### config.mk
export PLATFORM = sky130hd
export DESIGN_NAME = alu_md_control_flat
export DESIGN_NICKNAME = d
export VERILOG_FILES = /design/src/rtl/alu_ctrl_pkg.sv /design/src/rtl/alu_md_control_if.sv /design/src/rtl/md_iter_unit.sv /design/src/rtl/alu_md_control.sv /design/src/flat_wrapper.sv
export SDC_FILE = /design/constraint.sdc
export NUM_CORES = 1
export LEC_CHECK = 0
export BUFFER_PORTS_ARGS = -buffer_cell sky130_fd_sc_hd__buf_4
export CAP_MARGIN = 40
export CELL_PAD_IN_SITES_DETAIL_PLACEMENT = 0
export CELL_PAD_IN_SITES_GLOBAL_PLACEMENT = 2
export CORE_MARGIN = 2
export CORE_UTILIZATION = 32
export DETAILED_ROUTE_END_ITERATION = 8
export PLACE_DENSITY_LB_ADDON = 0.1
export SKIP_CTS_REPAIR_TIMING = 1
export SLEW_MARGIN = 30
export SYNTH_ARGS = -nofsm -noshare
export SYNTH_HDL_FRONTEND = slang
export SYNTH_SLANG_ARGS = --single-unit
### constraint.sdc
create_clock -name clk -period 3 [get_ports clk]
set_input_delay 0.6 -clock clk [delete_from_list [all_inputs] [get_ports clk]]
set_output_delay 0.6 -clock clk [all_outputs]
set_load 0.03 [all_outputs]
### src/rtl/alu_ctrl_pkg.sv
// alu_ctrl_pkg: shared constants for the ALU control decoder and the
// iterative RV32M multiply/divide sequencer.
//   alu_op_e    : 4-bit ALU operation codes driven to the ALU
//   alu_class_e : instruction class codes from the main control unit
//   m_funct3_e  : RV32M funct3 encodings
//   F7_*        : funct7 patterns recognised by the decoder
//   md_state_e  : multiply/divide sequencer states
//   rs1_signed / rs2_signed : operand signedness per M operation
package alu_ctrl_pkg;

  typedef enum logic [3:0] {
    ALU_ADD  = 4'b0000,
    ALU_SUB  = 4'b0001,
    ALU_AND  = 4'b0010,
    ALU_OR   = 4'b0011,
    ALU_XOR  = 4'b0100,
    ALU_LUI  = 4'b0101,
    ALU_SRL  = 4'b0110,
    ALU_SLL  = 4'b0111,
    ALU_BEQ  = 4'b1000,
    ALU_SRA  = 4'b1001,
    ALU_BNE  = 4'b1010,
    ALU_BLT  = 4'b1011,
    ALU_BGE  = 4'b1100,
    ALU_SLT  = 4'b1101,
    ALU_SLTU = 4'b1110
  } alu_op_e;

  typedef enum logic [2:0] {
    CLS_R      = 3'b000,
    CLS_I      = 3'b001,
    CLS_MEM    = 3'b010,
    CLS_LUI    = 3'b100,
    CLS_BRANCH = 3'b101,
    CLS_JALR   = 3'b111
  } alu_class_e;

  typedef enum logic [2:0] {
    M_MUL    = 3'b000,
    M_MULH   = 3'b001,
    M_MULHSU = 3'b010,
    M_MULHU  = 3'b011,
    M_DIV    = 3'b100,
    M_DIVU   = 3'b101,
    M_REM    = 3'b110,
    M_REMU   = 3'b111
  } m_funct3_e;

  localparam logic [6:0] F7_BASE   = 7'b0000000;
  localparam logic [6:0] F7_ALT    = 7'b0100000;
  localparam logic [6:0] F7_MULDIV = 7'b0000001;

  typedef enum logic [1:0] {
    S_IDLE,
    S_CALC,
    S_FIX,
    S_DONE
  } md_state_e;

  // MUL is treated as signed x signed; its low half is identical either way.
  function automatic logic rs1_signed(input logic [2:0] f3);
    return !(f3 == M_MULHU || f3 == M_DIVU || f3 == M_REMU);
  endfunction

  function automatic logic rs2_signed(input logic [2:0] f3);
    return f3 == M_MUL || f3 == M_MULH || f3 == M_DIV || f3 == M_REM;
  endfunction

endpackage

### src/rtl/alu_md_control_if.sv
// alu_md_control_if: execute-stage bus between the pipeline (master) and the
// ALU control / multiply-divide sequencer (slave).
//   master drives : valid_i, kill_i, funct7_i, ALU_Op_i, funct3_i, rs1_i, rs2_i
//   slave drives  : ALU_Operation_o, illegal_o, stall_o, md_done_o, md_result_o
interface alu_md_control_if #(
  parameter int DATA_WIDTH = 32
);
  logic                  valid_i;
  logic                  kill_i;
  logic [6:0]            funct7_i;
  logic [2:0]            ALU_Op_i;
  logic [2:0]            funct3_i;
  logic [DATA_WIDTH-1:0] rs1_i;
  logic [DATA_WIDTH-1:0] rs2_i;
  logic [3:0]            ALU_Operation_o;
  logic                  illegal_o;
  logic                  stall_o;
  logic                  md_done_o;
  logic [DATA_WIDTH-1:0] md_result_o;

  modport master (
    output valid_i, kill_i, funct7_i, ALU_Op_i, funct3_i, rs1_i, rs2_i,
    input  ALU_Operation_o, illegal_o, stall_o, md_done_o, md_result_o
  );

  modport slave (
    input  valid_i, kill_i, funct7_i, ALU_Op_i, funct3_i, rs1_i, rs2_i,
    output ALU_Operation_o, illegal_o, stall_o, md_done_o, md_result_o
  );
endinterface

### src/rtl/md_iter_unit.sv
// md_iter_unit: one-bit-per-cycle multiply/divide datapath on unsigned
// magnitudes. {hi, lo} is shared: shift-add product for multiply, or
// remainder (hi) / quotient (lo) for restoring divide.
//   clk          : clock
//   load         : initialise from mag_a/mag_b
//   step         : perform one iteration
//   is_div       : (ALU_MD_DIV_EN only) operation selector sampled on load
//   mag_a, mag_b : multiplicand/multiplier or dividend/divisor magnitudes
//   hi, lo       : current accumulator halves
// Macro ALU_MD_DIV_EN: compiles in the restoring divider.
module md_iter_unit #(
  parameter int DATA_WIDTH = 32
) (
  input  logic                  clk,
  input  logic                  load,
  input  logic                  step,
`ifdef ALU_MD_DIV_EN
  input  logic                  is_div,
`endif
  input  logic [DATA_WIDTH-1:0] mag_a,
  input  logic [DATA_WIDTH-1:0] mag_b,
  output logic [DATA_WIDTH-1:0] hi,
  output logic [DATA_WIDTH-1:0] lo
);
  logic [DATA_WIDTH-1:0] m_q, hi_q, lo_q, hi_n, lo_n;
  logic [DATA_WIDTH:0]   mul_sum;

  // Multiply: add multiplicand into the high half when the low bit is set,
  // then shift the whole 2*DATA_WIDTH product right by one.
  assign mul_sum = {1'b0, hi_q} + (lo_q[0] ? {1'b0, m_q} : '0);

`ifdef ALU_MD_DIV_EN
  logic                div_q;
  logic [DATA_WIDTH:0] shifted, diff;

  // Divide: shift the next dividend bit into the partial remainder and
  // keep the subtraction only when it does not borrow.
  assign shifted = {hi_q, lo_q[DATA_WIDTH-1]};
  assign diff    = shifted - {1'b0, m_q};
`endif

  // NOTE: every output of a combinational block gets a default first, so no
  // path leaves it unassigned and no latch is inferred.
  always_comb begin
    hi_n = mul_sum[DATA_WIDTH:1];
    lo_n = {mul_sum[0], lo_q[DATA_WIDTH-1:1]};
`ifdef ALU_MD_DIV_EN
    if (div_q) begin
      hi_n = diff[DATA_WIDTH] ? shifted[DATA_WIDTH-1:0] : diff[DATA_WIDTH-1:0];
      lo_n = {lo_q[DATA_WIDTH-2:0], !diff[DATA_WIDTH]};
    end
`endif
  end

  // NOTE: datapath registers carry no reset; they are always loaded on
  // accept before anything reads them, which keeps reset fan-out small.
  always_ff @(posedge clk) begin
    if (load) begin
      hi_q <= '0;
`ifdef ALU_MD_DIV_EN
      div_q <= is_div;
      m_q   <= is_div ? mag_b : mag_a;
      lo_q  <= is_div ? mag_a : mag_b;
`else
      m_q   <= mag_a;
      lo_q  <= mag_b;
`endif
    end else if (step) begin
      hi_q <= hi_n;
      lo_q <= lo_n;
    end
  end

  assign hi = hi_q;
  assign lo = lo_q;
endmodule

### src/rtl/alu_md_control.sv
// alu_md_control: execute-stage ALU control decoder plus RV32M sequencer.
//   clk   : clock, rising edge
//   reset : asynchronous, active-high
//   bus   : alu_md_control_if.slave
//     ALU_Operation_o / illegal_o : combinational decode of {funct7, ALU_Op, funct3}
//     stall_o   : holds the pipeline while an M operation is accepted/running
//     md_done_o : one-cycle pulse, md_result_o valid
// Macro ALU_MD_DIV_EN: enables DIV/DIVU/REM/REMU; otherwise they decode as illegal.
module alu_md_control
  import alu_ctrl_pkg::*;
#(
  parameter int DATA_WIDTH = 32
) (
  input logic              clk,
  input logic              reset,
  alu_md_control_if.slave  bus
);
  localparam int CNT_W = $clog2(DATA_WIDTH) + 1;
  localparam logic [CNT_W-1:0] LAST_ITER = CNT_W'(DATA_WIDTH - 1);

  alu_op_e   alu_code;
  logic      matched, is_m;
  md_state_e state, state_d;
  logic [CNT_W-1:0] cnt;
  logic      accept, step, fast;
  logic      neg_a, neg_b, neg_a_q, neg_b_q;
  m_funct3_e op_q;
  logic [DATA_WIDTH-1:0]   mag_a, mag_b, acc_hi, acc_lo;
  logic [DATA_WIDTH-1:0]   fast_result, fix_result, mul_res, md_result;
  logic [2*DATA_WIDTH-1:0] prod, prod_fix;

  // ---------------- decode ----------------
  always_comb begin
    alu_code = ALU_ADD;
    matched  = 1'b0;
    is_m     = 1'b0;
    case (bus.ALU_Op_i)
      CLS_R: begin
        case (bus.funct7_i)
          F7_BASE: begin
            matched = 1'b1;
            case (bus.funct3_i)
              3'b000:  alu_code = ALU_ADD;
              3'b001:  alu_code = ALU_SLL;
              3'b010:  alu_code = ALU_SLT;
              3'b011:  alu_code = ALU_SLTU;
              3'b100:  alu_code = ALU_XOR;
              3'b101:  alu_code = ALU_SRL;
              3'b110:  alu_code = ALU_OR;
              default: alu_code = ALU_AND;
            endcase
          end
          F7_ALT: begin
            if (bus.funct3_i == 3'b000) begin
              matched  = 1'b1;
              alu_code = ALU_SUB;
            end else if (bus.funct3_i == 3'b101) begin
              matched  = 1'b1;
              alu_code = ALU_SRA;
            end
          end
          F7_MULDIV: begin
`ifdef ALU_MD_DIV_EN
            is_m = 1'b1;
`else
            is_m = !bus.funct3_i[2];
`endif
            matched = is_m;
          end
          default: ;
        endcase
      end
      CLS_I: begin
        // funct7 only qualifies the shift-immediate forms.
        matched = 1'b1;
        case (bus.funct3_i)
          3'b000: alu_code = ALU_ADD;
          3'b001: begin
            matched  = (bus.funct7_i == F7_BASE);
            alu_code = matched ? ALU_SLL : ALU_ADD;
          end
          3'b010: alu_code = ALU_SLT;
          3'b011: alu_code = ALU_SLTU;
          3'b100: alu_code = ALU_XOR;
          3'b101: begin
            if (bus.funct7_i == F7_BASE)     alu_code = ALU_SRL;
            else if (bus.funct7_i == F7_ALT) alu_code = ALU_SRA;
            else                             matched  = 1'b0;
          end
          3'b110:  alu_code = ALU_OR;
          default: alu_code = ALU_AND;
        endcase
      end
      CLS_MEM, CLS_JALR: matched = 1'b1;
      CLS_LUI: begin
        matched  = 1'b1;
        alu_code = ALU_LUI;
      end
      CLS_BRANCH: begin
        matched = 1'b1;
        case (bus.funct3_i)
          3'b000:  alu_code = ALU_BEQ;
          3'b001:  alu_code = ALU_BNE;
          3'b100:  alu_code = ALU_BLT;
          3'b101:  alu_code = ALU_BGE;
          default: matched  = 1'b0;
        endcase
      end
      default: ;
    endcase
  end

  assign bus.ALU_Operation_o = alu_code;
  assign bus.illegal_o       = bus.valid_i & !matched;

  // ---------------- operand preparation ----------------
  assign neg_a = rs1_signed(bus.funct3_i) & bus.rs1_i[DATA_WIDTH-1];
  assign neg_b = rs2_signed(bus.funct3_i) & bus.rs2_i[DATA_WIDTH-1];
  assign mag_a = neg_a ? -bus.rs1_i : bus.rs1_i;
  assign mag_b = neg_b ? -bus.rs2_i : bus.rs2_i;

`ifdef ALU_MD_DIV_EN
  localparam logic [DATA_WIDTH-1:0] MOST_NEG = {1'b1, {(DATA_WIDTH-1){1'b0}}};
  logic div_zero, div_ovf;
  logic [DATA_WIDTH-1:0] quo, rem;

  // Divide-by-zero and signed overflow have fixed answers; skip iterating.
  assign div_zero    = (bus.rs2_i == '0);
  assign div_ovf     = !bus.funct3_i[0] && bus.rs1_i == MOST_NEG && bus.rs2_i == '1;
  assign fast        = bus.funct3_i[2] & (div_zero | div_ovf);
  assign fast_result = div_zero ? (bus.funct3_i[1] ? bus.rs1_i : '1)
                                : (bus.funct3_i[1] ? '0 : bus.rs1_i);
`else
  assign fast        = 1'b0;
  assign fast_result = '0;
`endif

  // ---------------- sequencer ----------------
  assign accept = !reset && state == S_IDLE && bus.valid_i && is_m && !bus.kill_i;

  always_comb begin
    state_d = state;
    step    = 1'b0;
    case (state)
      S_IDLE: if (accept) state_d = fast ? S_DONE : S_CALC;
      S_CALC: begin
        if (bus.kill_i) state_d = S_IDLE;
        else begin
          step = 1'b1;
          if (cnt == LAST_ITER) state_d = S_FIX;
        end
      end
      S_FIX:   state_d = bus.kill_i ? S_IDLE : S_DONE;
      default: state_d = S_IDLE;
    endcase
  end

  // NOTE: sequential state uses non-blocking assignments so every register
  // samples pre-edge values regardless of statement order.
  always_ff @(posedge clk or posedge reset) begin
    if (reset) begin
      state     <= S_IDLE;
      cnt       <= '0;
      md_result <= '0;
    end else begin
      state <= state_d;
      if (accept)    cnt <= '0;
      else if (step) cnt <= cnt + 1'b1;
      if (accept && fast)                    md_result <= fast_result;
      else if (state == S_FIX && !bus.kill_i) md_result <= fix_result;
    end
  end

  always_ff @(posedge clk) begin
    if (accept) begin
      op_q    <= m_funct3_e'(bus.funct3_i);
      neg_a_q <= neg_a;
      neg_b_q <= neg_b;
    end
  end

  md_iter_unit #(.DATA_WIDTH(DATA_WIDTH)) u_iter (
    .clk   (clk),
    .load  (accept),
    .step  (step),
`ifdef ALU_MD_DIV_EN
    .is_div(bus.funct3_i[2]),
`endif
    .mag_a (mag_a),
    .mag_b (mag_b),
    .hi    (acc_hi),
    .lo    (acc_lo)
  );

  // ---------------- sign fix / half select ----------------
  assign prod     = {acc_hi, acc_lo};
  assign prod_fix = (neg_a_q ^ neg_b_q) ? -prod : prod;
  assign mul_res  = (op_q == M_MUL) ? prod_fix[DATA_WIDTH-1:0]
                                    : prod_fix[2*DATA_WIDTH-1:DATA_WIDTH];
`ifdef ALU_MD_DIV_EN
  // The remainder follows the dividend's sign only.
  assign quo        = (neg_a_q ^ neg_b_q) ? -acc_lo : acc_lo;
  assign rem        = neg_a_q ? -acc_hi : acc_hi;
  assign fix_result = !op_q[2] ? mul_res : (op_q[1] ? rem : quo);
`else
  assign fix_result = mul_res;
`endif

  assign bus.stall_o     = accept || state == S_CALC || state == S_FIX;
  assign bus.md_done_o   = (state == S_DONE);
  assign bus.md_result_o = md_result;
endmodule

### src/flat_wrapper.sv
// flat-port wrapper written by rule: the top's interface ports become plain ports
module alu_md_control_flat import alu_ctrl_pkg::*;
#(
  parameter int DATA_WIDTH = 32
)
  (clk, reset, bus_valid_i, bus_kill_i, bus_funct7_i, bus_ALU_Op_i, bus_funct3_i, bus_rs1_i, bus_rs2_i, bus_ALU_Operation_o, bus_illegal_o, bus_stall_o, bus_md_done_o, bus_md_result_o);
  alu_md_control_if #(.DATA_WIDTH(DATA_WIDTH)) bus_i ();
  input logic clk;
  input logic reset;
  input wire logic [$bits(bus_i.valid_i)-1:0] bus_valid_i;
  input wire logic [$bits(bus_i.kill_i)-1:0] bus_kill_i;
  input wire logic [$bits(bus_i.funct7_i)-1:0] bus_funct7_i;
  input wire logic [$bits(bus_i.ALU_Op_i)-1:0] bus_ALU_Op_i;
  input wire logic [$bits(bus_i.funct3_i)-1:0] bus_funct3_i;
  input wire logic [$bits(bus_i.rs1_i)-1:0] bus_rs1_i;
  input wire logic [$bits(bus_i.rs2_i)-1:0] bus_rs2_i;
  output wire logic [$bits(bus_i.ALU_Operation_o)-1:0] bus_ALU_Operation_o;
  output wire logic [$bits(bus_i.illegal_o)-1:0] bus_illegal_o;
  output wire logic [$bits(bus_i.stall_o)-1:0] bus_stall_o;
  output wire logic [$bits(bus_i.md_done_o)-1:0] bus_md_done_o;
  output wire logic [$bits(bus_i.md_result_o)-1:0] bus_md_result_o;
  assign bus_i.valid_i = bus_valid_i;
  assign bus_i.kill_i = bus_kill_i;
  assign bus_i.funct7_i = bus_funct7_i;
  assign bus_i.ALU_Op_i = bus_ALU_Op_i;
  assign bus_i.funct3_i = bus_funct3_i;
  assign bus_i.rs1_i = bus_rs1_i;
  assign bus_i.rs2_i = bus_rs2_i;
  assign bus_ALU_Operation_o = bus_i.ALU_Operation_o;
  assign bus_illegal_o = bus_i.illegal_o;
  assign bus_stall_o = bus_i.stall_o;
  assign bus_md_done_o = bus_i.md_done_o;
  assign bus_md_result_o = bus_i.md_result_o;
  alu_md_control #(.DATA_WIDTH(DATA_WIDTH)) u_core (.clk(clk), .reset(reset), .bus(bus_i));
endmodule
==> results_dict.tcl <==
set metrics [dict create \
    outcome "finished clean" \
    cp_data_required_time_ns 2.40 \
    path_class "in -> out" \
    diodes 0 \
    num_vias 9461 \
    synth.most_common_cell "nand2_1" \
    fmax_ghz 0.341 \
    reg2reg_depth 11 \
    tightest_slew_ns 0.658 \
    cp-endpoint "bus_ALU_Operation_o[2]" \
    std_cell_rows 65 \
    clkLatencyLatePin_ns 0.43 \
    ys_types 70 \
    clock-root-buffer "clkbuf_16" \
    nets 1523 \
    drt_pass1_iterations 6 \
    whs_ns 0.174 \
    die-area_um2 33300 \
    dp.cells 1786 \
    netlist_instances 1221 \
    ys_seq_area_share_pct 36.4 \
    cts_tree "done" \
    ys_top_cells_by_count "176 x nand2_1, 119 x o21ai_0, 114 x a21oi_1" \
    yosysWarnings 0 \
    fin_cells 1820 \
    end_kind "output port" \
    synthTopCellsByArea "edfxtp_1 20%, dfrtp_1 9.8%, xor2_1 6.6%" \
    crit_start "bus_funct7_i[6]" \
    max-slew-margin-rel_pct 56.1 \
    reg2reg_slack_ns 0.17 \
    finalHoldViolCount 0 \
    clock_path_buffers 2 \
    synthFlopType "edfxtp_1" \
    io_pins 120 \
    dpl_cell_area_um2 12200 \
    die_x_um 183 \
    hp-class "in -> async" \
    finalWeightedCongestion 0.798 \
    synth_top_area_share_pct 20.3 \
    avgViaCountPerCell 5.20 \
    coreArea_um2 31500 \
    cts_htree_levels 4 \
    r2r-end "u_core.u_iter.hi[23]" \
    syn_to_final_growth_pct 26.1 \
    synth_top_area_cell "edfxtp_1" \
    grt-ovfl-total 0 \
    wire_per_inst_um 18.2 \
    grt_pass1_vias 9302 \
    power_density_nw_per_um2 421 \
    leakage_nw 5.33 \
    drc_errors 0 \
    track_usage_pct 20.2 \
    dieHeight_um 183 \
    start_util_pct 32.4 \
    finalCriticalPeriod_ns 2.93 \
    wirelength_mm 33.0 \
    clock-sinks 141 \
    grt_pass1_wl_mm 52.6 \
    crit_fanout 4 \
    clk_pin_slew_ns 0.07 \
    numCtsBuffers 17 \
    drv_slew 0 \
    cp-start-kind "primary input" \
    drv_cap 0 \
    ys_seq_elements 141 \
    rsz0062_at_grt "yes" \
    post-route-period-util_pct 97.8 \
    fillerInstances 3253 \
    cp.arrival_ns 2.33 \
    finalSetupTns_ns 0 \
    ir_drop_uv 370 \
    grt_max_degree 62 \
    synthArstFlopShare_pct 28.4 \
    dp_hpwl_mm 26.2 \
    r2r_start "u_core.u_iter.lo[0]" \
    finalSetupViolCount 0 \
    syn-cell-area_um2 10200 \
    first_iter_violations 559 \
    synth_edf_count 69 \
    syn_nets 1339 \
    fin_skew_ns 0.0160 \
    antenna_found_initial 0 \
    final_cell_area_um2 12900 \
    synth.avg_cell_area_um2 8.36 \
    port_buffers 119 \
    ant_nets 0 \
    drive_gt1_share_pct 20.0 \
]
[power by group]
group          total (W)  switching [W]  internal, W
Combinational    0.00109       0.000606     0.000485
Clock            0.00209       0.000837      0.00125
Sequential       0.00224       0.000130      0.00211
[sequential cells by signal, summed over array words and instances (netlist names)]
| signal | cells |
|---|---|
| u_core.u_iter.m_q | 32 |
| u_core.state | 2 |
| u_core.neg_a_q | 1 |
| u_core.neg_b_q | 1 |
| u_core.op_q | 3 |
| u_core.cnt | 6 |
| u_core.u_iter.lo | 32 |
| u_core.bus.md_result_o | 32 |
| u_core.u_iter.hi | 32 |
[worst max-delay path: stages]
cell	delay, ns
buf_6	0.09
or4_4	0.55
nor4_4	0.28
buf_4	0.16
o21bai_1	0.08
a21oi_2	0.14
nor2_1	0.07
nor3_2	0.18
buf_4	0.19
[layer usage]
layer  up-vias  track usage, %  wire length, µm
met2       168            31.4            14800
met3        22            2.89             1030
met5         -               0                0
li1       4781               -                -
met4         0            4.97              452
met1      4490            29.5            16800
[area by class of cell]
type	count	area (µm²)	area share (%)
clock buffers	26	509	3.96
clock inverters	6	57.6	0.447
repair buffers	218	1690	13.1
multi-input cells	997	6290	48.9
flip-flops and latches	141	3710	28.9
well taps	402	503	3.91
inverters	30	113	0.875
[stage by stage]
stage | total power [W] | utilization, % | setup WS [ns]
after floorplan | 0.00288 | - | 0.0663
after global placement | 0.00337 | 38.8 | 0.0658
after detailed placement | 0.00337 | 38.8 | 0.0110
after CTS | 0.00546 | 40.6 | -0.00521
after global routing | 0.00568 | 40.9 | -0.0473
final | 0.00542 | 40.9 | 0.0657
[how the worst min path moves through the flow]
stage                               start                         end  slack, ns  cells past startpoint
2_1_floorplan        u_core.u_iter.hi[11]        u_core.u_iter.hi[11]       0.47                      2
3_3_place_gp   u_core.bus.md_result_o[26]  u_core.bus.md_result_o[26]       0.45                      2
3_5_place_dp   u_core.bus.md_result_o[26]  u_core.bus.md_result_o[26]       0.46                      2
4_1_cts                             reset   u_core.bus.md_result_o[6]       0.17                      2
5_1_grt                             reset   u_core.bus.md_result_o[6]       0.20                      2
6_report                            reset   u_core.bus.md_result_o[6]       0.17                      2
[placed cells by master, fill, tap and decap left out, drive strengths merged, types with 8 or more instances in the layout]
master	Yosys	final
nand4	8	8
a21oi	114	114
o41ai	9	9
o21ai	123	123
and2	36	36
nor3	30	30
nor4	18	18
a31oi	16	16
a211oi	9	9
clkbuf	48	26
a21o	8	8
edfxtp	69	69
or3	9	9
nand2	176	176
nand3	24	24
o31ai	21	21
dfrtp	40	40
buf	5	218
or4	17	17
o22ai	10	10
inv	29	31
xnor2	75	75
xor2	77	77
dfxtp	32	32
ha	36	36
nor2	87	87
[kinds of logic after synthesis]
| group | Yosys count | share of synthesized area [%] |
|---|---|---|
| simple gates | 449 | 21.8 |
| compound gates | 354 | 20.6 |
| xor+xnor | 152 | 13.0 |
| flops | 141 | 36.4 |
| buf+inv | 83 | 3.09 |
| fa+ha+maj | 37 | 4.61 |
| mux | 5 | 0.503 |
No activity file was read; power rests on OpenSTA's default activity.
